$ cat src/rtl/truss_timeout_pkg.sv
// rtl/truss_timeout_pkg.sv - shared state encoding for the truss timeout monitor
package truss_timeout_pkg;

    typedef enum logic [2:0] {
        ST_IDLE  = 3'd0,
        ST_REQ   = 3'd1,
        ST_DRAIN = 3'd2,
        ST_DONE  = 3'd3,
        ST_HUNG  = 3'd4
    } state_t;

    // DONE and HUNG never leave until reset
    function automatic logic is_terminal(state_t s);
        return (s == ST_DONE) || (s == ST_HUNG);
    endfunction

endpackage

$ cat src/rtl/truss_sync.sv
// rtl/truss_sync.sv - N-stage level synchronizer with asynchronous reset to 0
module truss_sync #(
    parameter int N = 2
) (
    input  logic clk,
    input  logic rst_n,
    input  logic d,
    output logic q
);

    logic [N-1:0] sync_q;

    // shift the asynchronous level through N flops before anyone looks at it
    always_ff @(posedge clk or negedge rst_n) begin
        if (!rst_n) begin
            sync_q <= '0;
        end else if (N > 1) begin
            sync_q <= {sync_q[N-2:0], d};
        end else begin
            sync_q <= {N{d}};
        end
    end

    assign q = sync_q[N-1];

endmodule

$ cat src/rtl/truss_timeout_monitor.sv
// rtl/truss_timeout_monitor.sv - graceful-shutdown handshake driven by the watchdog timeout level
import truss_timeout_pkg::*;

module truss_timeout_monitor #(
    parameter int SYNC_STAGES  = 2,
    parameter int ACK_TIMEOUT  = 1000,
    parameter int DRAIN_CYCLES = 64,
    parameter int CNT_W        = 16
) (
    input  logic             clk,
    input  logic             rst_n,
    input  logic             timeout_in,
    input  logic             test_done,
    output logic             shutdown_req,
    input  logic             shutdown_ack,
    output logic             drain_active,
    output logic             done_ok,
    output logic             hang_detected,
    output logic [2:0]       state,
    output logic [CNT_W-1:0] latency_cycles
);

    localparam logic [CNT_W-1:0] ACK_LAST   = CNT_W'(ACK_TIMEOUT - 1);
    localparam logic [CNT_W-1:0] DRAIN_LAST = CNT_W'(DRAIN_CYCLES - 1);
    localparam logic [CNT_W-1:0] CNT_MAX    = '1;

    if (SYNC_STAGES < 2) begin : g_chk_sync
        $error("SYNC_STAGES must be at least 2");
    end
    if (ACK_TIMEOUT < 1 || longint'(ACK_TIMEOUT) >= (longint'(1) << CNT_W)) begin : g_chk_ack
        $error("ACK_TIMEOUT must be in [1, 2**CNT_W)");
    end
    if (DRAIN_CYCLES < 1 || longint'(DRAIN_CYCLES) >= (longint'(1) << CNT_W)) begin : g_chk_drain
        $error("DRAIN_CYCLES must be in [1, 2**CNT_W)");
    end

    logic             timeout_s;
    state_t           state_q, state_d;
    logic [CNT_W-1:0] ack_cnt_q, ack_cnt_d;
    logic [CNT_W-1:0] drain_cnt_q, drain_cnt_d;
    logic [CNT_W-1:0] latency_q, latency_d;

    truss_sync #(.N(SYNC_STAGES)) u_timeout_sync (
        .clk   (clk),
        .rst_n (rst_n),
        .d     (timeout_in),
        .q     (timeout_s)
    );

    // next-state, counter and latency capture; counters restart on any state change
    always_comb begin
        state_d     = state_q;
        ack_cnt_d   = ack_cnt_q;
        drain_cnt_d = drain_cnt_q;
        latency_d   = latency_q;
        case (state_q)
            ST_IDLE: begin
                if (timeout_s) begin
                    state_d = ST_REQ;
                end else if (test_done) begin
                    state_d = ST_DONE;
                end
            end
            ST_REQ: begin
                if (shutdown_ack) begin
                    state_d   = ST_DRAIN;
                    latency_d = (ack_cnt_q == CNT_MAX) ? CNT_MAX : ack_cnt_q + 1'b1;
                end else if (ack_cnt_q == ACK_LAST) begin
                    state_d = ST_HUNG;
                end else begin
                    ack_cnt_d = ack_cnt_q + 1'b1;
                end
            end
            ST_DRAIN: begin
                if (drain_cnt_q == DRAIN_LAST) begin
                    state_d = ST_DONE;
                end else begin
                    drain_cnt_d = drain_cnt_q + 1'b1;
                end
            end
            ST_DONE, ST_HUNG: begin
                state_d = state_q;
            end
            default: begin
                state_d = ST_IDLE;
            end
        endcase
        if (state_d != state_q) begin
            ack_cnt_d   = '0;
            drain_cnt_d = '0;
        end
    end

    // state, counters and outputs; outputs decode the next state so they line up with it
    always_ff @(posedge clk or negedge rst_n) begin
        if (!rst_n) begin
            state_q       <= ST_IDLE;
            ack_cnt_q     <= '0;
            drain_cnt_q   <= '0;
            latency_q     <= '0;
            shutdown_req  <= 1'b0;
            drain_active  <= 1'b0;
            done_ok       <= 1'b0;
            hang_detected <= 1'b0;
        end else begin
            state_q       <= state_d;
            ack_cnt_q     <= ack_cnt_d;
            drain_cnt_q   <= drain_cnt_d;
            latency_q     <= latency_d;
            shutdown_req  <= (state_d == ST_REQ);
            drain_active  <= (state_d == ST_DRAIN);
            done_ok       <= (state_d == ST_DONE);
            hang_detected <= (state_d == ST_HUNG);
        end
    end

    assign state          = state_q;
    assign latency_cycles = latency_q;

endmodule

$ cat config.mk
export PLATFORM = sky130hd
export DESIGN_NAME = truss_timeout_monitor
export DESIGN_NICKNAME = d
export VERILOG_FILES = /design/src/rtl/truss_timeout_pkg.sv /design/src/rtl/truss_sync.sv /design/src/rtl/truss_timeout_monitor.sv
export SDC_FILE = /design/constraint.sdc
export NUM_CORES = 1
export LEC_CHECK = 0
export ABC_AREA = 0
export CORE_MARGIN = 1
export CORE_UTILIZATION = 61
export DETAILED_ROUTE_END_ITERATION = 10
export PLACE_DENSITY = 0.81
export SETUP_SLACK_MARGIN = 0.3
export SLEW_MARGIN = 20
export SYNTH_ARGS = -nofsm -noshare
export SYNTH_HDL_FRONTEND = slang
export SYNTH_SLANG_ARGS = --single-unit
$ cat constraint.sdc
create_clock -name clk -period 4.11 [get_ports clk]
set_clock_uncertainty 0.15 [all_clocks]
set_input_delay 0.411 -clock clk [delete_from_list [all_inputs] [get_ports clk]]
set_output_delay 0.411 -clock clk [all_outputs]
set_load 0.01 [all_outputs]
==> results of run 1 <==
==> layout make-up <==
class	count	area, sq um
sequential	57	1430
multi-input combinational	233	1390
fill	343	1110
timing repair buffer	30	288
clock buffer	12	155
tap	52	65.1
clock inverter	3	40.0
inverter	7	26.3
==> per-stage QoR <==
stage / hold slack [ns] / cell area (sq um) / util (%) / total power [W]
after floorplan: -0.0346 / 2940 / - / 0.000992
after global routing: 0.123 / 3390 / 75.4 / 0.00179
final: 0.0532 / 3390 / 75.4 / 0.00170
after CTS: 0.0794 / 3390 / 75.4 / 0.00171
after global placement: 0.189 / 3200 / 71.0 / 0.00117
after detailed placement: 0.199 / 3200 / 71.0 / 0.00119
==> how the worst max path moves through the flow <==
stage	start	end	cells after the start	slack (ns)
6_report	ack_cnt_q[0]$_DFFE_PN0P_	drain_cnt_q[8]$_DFFE_PN0P_	7	1.29
5_1_grt	ack_cnt_q[0]$_DFFE_PN0P_	drain_cnt_q[5]$_DFFE_PN0P_	7	1.09
4_1_cts	ack_cnt_q[0]$_DFFE_PN0P_	drain_cnt_q[8]$_DFFE_PN0P_	7	1.29
3_5_place_dp	ack_cnt_q[0]$_DFFE_PN0P_	drain_cnt_q[8]$_DFFE_PN0P_	7	1.32
3_3_place_gp	ack_cnt_q[0]$_DFFE_PN0P_	drain_cnt_q[10]$_DFFE_PN0P_	7	1.38
2_1_floorplan	ack_cnt_q[0]$_DFFE_PN0P_	drain_cnt_q[6]$_DFFE_PN0P_	8	1.80
==> layout by cell type (no fill, tap or decap), types with 3 or more instances in the layout <==
| cell type | Yosys | routed |
|---|---|---|
| sky130_fd_sc_hd__xor2_1 | 11 | 11 |
| sky130_fd_sc_hd__nor3_1 | 6 | 6 |
| sky130_fd_sc_hd__inv_1 | 7 | 7 |
| sky130_fd_sc_hd__nor2_1 | 51 | 51 |
| sky130_fd_sc_hd__nand2_1 | 20 | 20 |
| sky130_fd_sc_hd__nand3_1 | 17 | 17 |
| sky130_fd_sc_hd__o21a_1 | 3 | 3 |
| sky130_fd_sc_hd__o21ai_0 | 5 | 5 |
| sky130_fd_sc_hd__a21oi_1 | 36 | 36 |
| sky130_fd_sc_hd__and3_1 | 7 | 7 |
| sky130_fd_sc_hd__dfrtp_1 | 57 | 57 |
| sky130_fd_sc_hd__clkdlybuf4s50_1 | 0 | 26 |
| sky130_fd_sc_hd__a31oi_1 | 4 | 4 |
| sky130_fd_sc_hd__clkbuf_8 | 0 | 11 |
| sky130_fd_sc_hd__o31a_1 | 3 | 3 |
| sky130_fd_sc_hd__buf_4 | 0 | 3 |
| sky130_fd_sc_hd__a211oi_1 | 7 | 7 |
| sky130_fd_sc_hd__xnor2_1 | 12 | 12 |
| sky130_fd_sc_hd__or4_1 | 3 | 3 |
| sky130_fd_sc_hd__nor4_1 | 5 | 5 |
| sky130_fd_sc_hd__nor2b_1 | 3 | 3 |
| sky130_fd_sc_hd__nand4_1 | 6 | 6 |
==> flip-flops by register name, indices dropped and copies added, names as in the netlist <==
signal / cells
ack_cnt_q: 16
drain_cnt_q: 16
latency_cycles: 16
state: 3
u_timeout_sync.sync_q: 2
done_ok: 1
drain_active: 1
hang_detected: 1
shutdown_req: 1
==> power by group through the flow <==
stage / sequential [W] / combinational, W / clock [W]
3_3_place_gp: 0.000758 / 0.000413 / 0
5_1_grt: 0.000771 / 0.000472 / 0.000549
6_report: 0.000754 / 0.000425 / 0.000519
3_5_place_dp: 0.000764 / 0.000425 / 0
4_1_cts: 0.000755 / 0.000430 / 0.000524
2_1_floorplan: 0.000776 / 0.000216 / 0
==> worst max-delay path, cell delays in order (launching register included) <==
cell	delay, ns
sky130_fd_sc_hd__dfrtp_1	0.48
sky130_fd_sc_hd__ha_1	0.34
sky130_fd_sc_hd__or3b_1	0.39
sky130_fd_sc_hd__nor4_2	0.41
sky130_fd_sc_hd__nor2b_1	0.10
sky130_fd_sc_hd__buf_4	0.25
sky130_fd_sc_hd__o211ai_4	0.45
sky130_fd_sc_hd__nor2_1	0.11
==> cell families (layout without fill, tap and decap cells) <==
| logic type | after synthesis | after routing | share of synthesized area (%) |
|---|---|---|---|
| XOR/XNOR | 23 | 23 | 6.85 |
| buffers and inverters | 27 | 52 | 4.13 |
| AND/OR/NAND/NOR | 138 | 138 | 24.5 |
| AO/OA/AOI/OAI | 68 | 68 | 14.5 |
| multiplexers | 2 | 2 | 0.681 |
| flip-flops | 57 | 57 | 48.5 |
| adder cells (fa/ha/maj) | 2 | 2 | 0.851 |
==> per-layer routing <==
metal	vias to the layer above	global-route usage [%]
met5	-	0
met4	0	13.6
met3	6	8.44
met2	63	41.5
met1	1161	37.5
li1	1162	-
==> out/metrics.yaml, run 1 <==
outcome: "finished clean"
count_of_cell_types_in_the_netlist: 48
cts.root.buffer_cell: "sky130_fd_sc_hd__clkbuf_8"
setup_repair_after_global_routing_missed_its_margin: "false"
synth_enable_flop_cells: 0
reg2reg_to: "drain_cnt_q[8]$_DFFE_PN0P_"
fmax_ghz: 0.354
dpl.cell_count: 379
worstHoldPathType: "input port to async pin"
grt_first_pass_wirelength_microns: 10800
switching_share_of_power_pct: 29.2
layout.nets: 345
hold_violation_count_in_the_final_report: 0
ys_warns: 0
vdd_ir_drop_max_uv: 274
wl_microns: 6230
crit_path_arrival_time_ns: 2.88
cellInternalPower_w: 0.00120
grt_pass1_vias: 2324
vias_per_cell: 6.07
fin_ws_ns: 1.29
cts.repair_timing.setup_buffer_count: 0
post_synth_most_frequent_cells: "57 x sky130_fd_sc_hd__dfrtp_1, 51 x sky130_fd_sc_hd__nor2_1, 36 x sky130_fd_sc_hd__a21oi_1"
power_switching_w: 0.000495
worst-setup-path-type: "flip-flop to flip-flop"
critical_path.startpoint_type: "flip-flop"
rr_startpoint: "ack_cnt_q[0]$_DFFE_PN0P_"
post-place-ws_ns: 1.32
post_synth_inst_count: 317
area_growth_pct: 15.4
synth_top_area_share_pct: 48.5
std_cell_rows: 24
path_max_fanout: 28
ctsHtreeMaxLevel: 3
cts_tree: "yes"
static_leakage_nw: 1.42
routed_wire_length_per_instance_microns: 15.8
finalWeightedCongestion: 0.843
highest-signal-layer: "met4"
post-route-min-period_ns: 2.82
cts.sinks: 57
fp.dieW_microns: 71.4
pwr_density_cell_nw_per_um2: 500
r2r.worst_path.cells: 7
floorplan.initialDensity_pct: 65.3
worst_ep_required_time_ns: 4.16
layout_cells_sized_above_1_pct: 7.60
slew_headroom_pct: 41.8
main_synth_ff_type: "sky130_fd_sc_hd__dfrtp_1"
cap_viol_max_count: 0
detailedRoute.firstPassIterationCount: 5
pin_count_of_the_biggest_net_entering_global_routing: 58
gr-total-overflow: 0
sum_of_met3_wire_segment_lengths_after_detailed_routing_microns: 308
ys_async_sr_fraction_pct: 100
comb_power_share_pct: 25.0
finalSetupViolations: 0
share_clk_of_total_power_pct: 30.6
dr_wl_met2_microns: 2880
drt.antenna.violating_nets: 0
power_frac_seq_pct: 44.4
drcViolationCount: 0
cts_inserted_buffers: 9
ys_ff_latch: 57
timing_max_transition_violations_final: 0
placement.io_buffers: 27
period_share_pct: 68.7
synth-seq-area-share_pct: 48.5
worst_path_clk_slew_ns: 0.06
synth_largest_area_cell: "sky130_fd_sc_hd__dfrtp_1"
die_height_microns: 71.4
post-synth-top-count-cell: "sky130_fd_sc_hd__dfrtp_1"
cp-end-kind: "flip-flop"
fin_tns_setup_ns: 0
core_area_sq_um: 4500
insertedDiodeCount: 0
cts.hold.buffers_added: 0
layout.cells.non_filler: 394
syn_area_sq_um: 2940
clk_latency_ns: 0.34
drtIter0Drc: 315
cts_max_path_buffers: 2
ioPinCount: 28
synth_fp_nets: 324
routedLengthMet1_microns: 2960
total_routing_resource_utilization_after_global_routing_pct: 27.9
route.vias.total: 2392
post_cts_resized: 0
max_slew.worst_pin.slew_ns: 0.874
most_area_consuming_cells_after_synthesis: "sky130_fd_sc_hd__dfrtp_1 48%, sky130_fd_sc_hd__nor2_1 6.5%, sky130_fd_sc_hd__a21oi_1 6.1%"
worst-r2r-setup-slack_ns: 1.29
detailed_place_hpwl_microns: 4180
die_footprint_sq_um: 5100
antenna_found_initial: 0
avg_inst_size_synth_sq_um: 9.28
No activity file was read; power rests on OpenSTA's default activity.
==> run 2, diff against run 1 <==
--- a/config.mk
+++ b/config.mk
@@ -7,9 +7,9 @@
 export LEC_CHECK = 0
 export ABC_AREA = 0
 export CORE_MARGIN = 1
-export CORE_UTILIZATION = 61
+export CORE_UTILIZATION = 57
 export DETAILED_ROUTE_END_ITERATION = 10
-export PLACE_DENSITY = 0.81
+export PLACE_DENSITY = 0.76
 export SETUP_SLACK_MARGIN = 0.3
 export SLEW_MARGIN = 20
 export SYNTH_ARGS = -nofsm -noshare
==> constraint.sdc (replaced) <==
create_clock -name clk -period 2.7 [get_ports clk]
set_clock_uncertainty 0.15 [all_clocks]
set_input_delay 0.27 -clock clk [delete_from_list [all_inputs] [get_ports clk]]
set_output_delay 0.27 -clock clk [all_outputs]
set_load 0.01 [all_outputs]
==> out/metrics.yaml, run 2 (synthesized netlist as in run 1, its figures left out) <==
outcome: "finished clean"
num-fill-cells: 387  # +13%
grt_first_pass_wirelength_microns: 10800  # -0.57%
crit_path_arrival_time_ns: 2.35  # -0.53 ns
finalSetupViolations: 0  # unchanged
grt_pass1_vias: 2221  # -4.4%
antenna_found_initial: 0  # unchanged
cap_viol_max_count: 0  # unchanged
worst_path_clk_slew_ns: 0.06  # about the same
worst-setup-path-type: "flip-flop to flip-flop"
drt.antenna.violating_nets: 0  # unchanged
cts_tree: "yes"
drtIter0Drc: 202  # -36%
floorplan.initialDensity_pct: 60.7  # -4.6 points
fin_ws_ns: 0.403  # -0.886 ns
slew_headroom_pct: 53.0  # +11 points
critical_path.startpoint_type: "flip-flop"
placement.io_buffers: 27  # unchanged
gr-total-overflow: 0  # unchanged
cts_inserted_buffers: 9  # unchanged
post-place-ws_ns: 0.188  # -1.14 ns
die_height_microns: 73.8  # +3.4%
hold_violation_count_in_the_final_report: 0  # unchanged
pwr_density_cell_nw_per_um2: 730  # +46%
routed_wire_length_per_instance_microns: 15.3  # -3.4%
die_footprint_sq_um: 5450  # +6.8%
layout.cells.most_common: "sky130_fd_sc_hd__dfrtp_1"
ctsHtreeMaxLevel: 3  # unchanged
max_slew.worst_pin.slew_ns: 0.705  # -0.169 ns
worstHoldPathType: "flip-flop to flip-flop"
layout.nets: 351  # +1.7%
cp-end-kind: "flip-flop"
finalWeightedCongestion: 0.832  # -1.3%
route.vias.total: 2401  # +0.38%
cts_max_path_buffers: 2  # unchanged
area_growth_pct: 19.1
drcViolationCount: 0  # unchanged
fmax_ghz: 0.435  # +23%
path_max_fanout: 26  # -7.1%
insertedDiodeCount: 0  # unchanged
cts.sinks: 57  # unchanged
fin_tns_setup_ns: 0  # unchanged
wl_microns: 6350  # +2.0%
layout_cells_sized_above_1_pct: 11.2  # +3.6 points
total_routing_resource_utilization_after_global_routing_pct: 26.7  # -1.3 points
cts.root.buffer_cell: "sky130_fd_sc_hd__clkbuf_8"
setup_repair_after_global_routing_missed_its_margin: "true"
timing_max_transition_violations_final: 0  # unchanged
period_share_pct: 85.1  # +16 points
clk_latency_ns: 0.34  # about the same
pin_count_of_the_biggest_net_entering_global_routing: 58  # unchanged
detailedRoute.firstPassIterationCount: 4  # -1
post-route-min-period_ns: 2.30  # -0.524 ns
fp.dieW_microns: 73.8  # +3.4%
worst_ep_required_time_ns: 2.75  # -1.41 ns
ioPinCount: 28  # unchanged
vias_per_cell: 5.77  # -4.9%
most_frequent_cells_in_the_layout: "54 x sky130_fd_sc_hd__dfrtp_1, 51 x sky130_fd_sc_hd__nor2_1, 36 x sky130_fd_sc_hd__a21oi_1"
std_cell_rows: 25  # +4.2%
vdd_ir_drop_max_uv: 431  # +57%
core_area_sq_um: 4850  # +7.6%
static_leakage_nw: 1.45  # +2.0%
detailed_place_hpwl_microns: 3920  # -6.3%
## run 2: changes by cell type in the layout (fill, tap and decap cells not counted), moves of 2 or more
cell / delta
sky130_fd_sc_hd__nor3_1: -2
sky130_fd_sc_hd__dfrtp_1: -3
sky130_fd_sc_hd__dfrtp_2: +3
sky130_fd_sc_hd__clkbuf_8: +2
sky130_fd_sc_hd__buf_4: +3
sky130_fd_sc_hd__nor3_2: +2
## run 2: worst max-delay path, stage by stage, from the launching register on
cell	delay [ns]
sky130_fd_sc_hd__dfrtp_2	0.42
sky130_fd_sc_hd__ha_2	0.25
sky130_fd_sc_hd__or3b_1	0.41
sky130_fd_sc_hd__nor4_4	0.34
sky130_fd_sc_hd__nor2b_2	0.13
sky130_fd_sc_hd__buf_6	0.20
sky130_fd_sc_hd__a21oi_1	0.16
sky130_fd_sc_hd__a211oi_1	0.10
## run 2: repair_timing
item,4_1_cts,5_1_grt
gates resized for setup,3,6
setup endpoints to repair,27,20
pin swaps,1,0
hold buffers,1,0
setup buffers,1,0
endpoints found under the hold margin,57,0
## run 2: routing by layer
metal	global-route usage (%)	up-vias	routed length [microns]
met5	0	-	0
met4	13.0	0	145
met3	4.12	14	312
met2	40.1	62	2800
met1	37.6	1152	3090
li1	-	1173	-
## run 2: report_power, final
| group | internal [W] | leakage (nW) | switching (W) | total [W] |
|---|---|---|---|---|
| Sequential | 0.00102 | 0.741 | 0.000131 | 0.00115 |
| Clock | 0.000431 | 0.102 | 0.000332 | 0.000762 |
| Combinational | 0.000351 | 0.605 | 0.000293 | 0.000644 |
## run 2: area by class of cell
cell class / count / area, sq um / area share [%]
sequential: 57 / 1430 / 40.8
multi-input combinational: 233 / 1420 / 40.5
timing repair buffer: 36 / 352 / 10.0
clock buffer: 14 / 183 / 5.22
tap: 67 / 83.8 / 2.39
inverter: 7 / 26.3 / 0.750
clock inverter: 2 / 10.0 / 0.286
## run 2: final timing paths
check,endpoint,start,cells after the start,slack (ns)
setup reg to reg,ack_cnt_q[7]$_DFFE_PN0P_,ack_cnt_q[0]$_DFFE_PN0P_,7,0.40
max in group asynchronous,ack_cnt_q[0]$_DFFE_PN0P_,rst_n,3,1.42
hold / removal,u_timeout_sync.sync_q[1]$_DFF_PN0_,u_timeout_sync.sync_q[0]$_DFF_PN0_,0,0.20
min in group asynchronous,state[1]$_DFF_PN0_,rst_n,3,0.46
hold reg to reg,u_timeout_sync.sync_q[1]$_DFF_PN0_,u_timeout_sync.sync_q[0]$_DFF_PN0_,0,0.20
setup / recovery,ack_cnt_q[7]$_DFFE_PN0P_,ack_cnt_q[0]$_DFFE_PN0P_,7,0.40
## run 2: metrics by stage
step,cells,total power [W],instance area [sq um],hold slack [ns],util [%]
final,416,0.00256,3500,0.200,72.2
after global routing,416,0.00271,3500,0.211,72.2
after CTS,416,0.00257,3480,0.202,71.8
after detailed placement,398,0.00180,3250,0.188,67.0
after global placement,398,0.00178,3250,0.187,67.0
after floorplan,317,0.00151,2940,-0.176,-
==> run 3, diff against run 2 <==
--- a/config.mk
+++ b/config.mk
@@ -11,7 +11,7 @@
 export DETAILED_ROUTE_END_ITERATION = 10
 export PLACE_DENSITY = 0.76
 export SETUP_SLACK_MARGIN = 0.3
-export SLEW_MARGIN = 20
+export SLEW_MARGIN = 30
 export SYNTH_ARGS = -nofsm -noshare
 export SYNTH_HDL_FRONTEND = slang
 export SYNTH_SLANG_ARGS = --single-unit
==> results of run 3 <==
Final layout, timing and power as in run 2 (identical DEF).
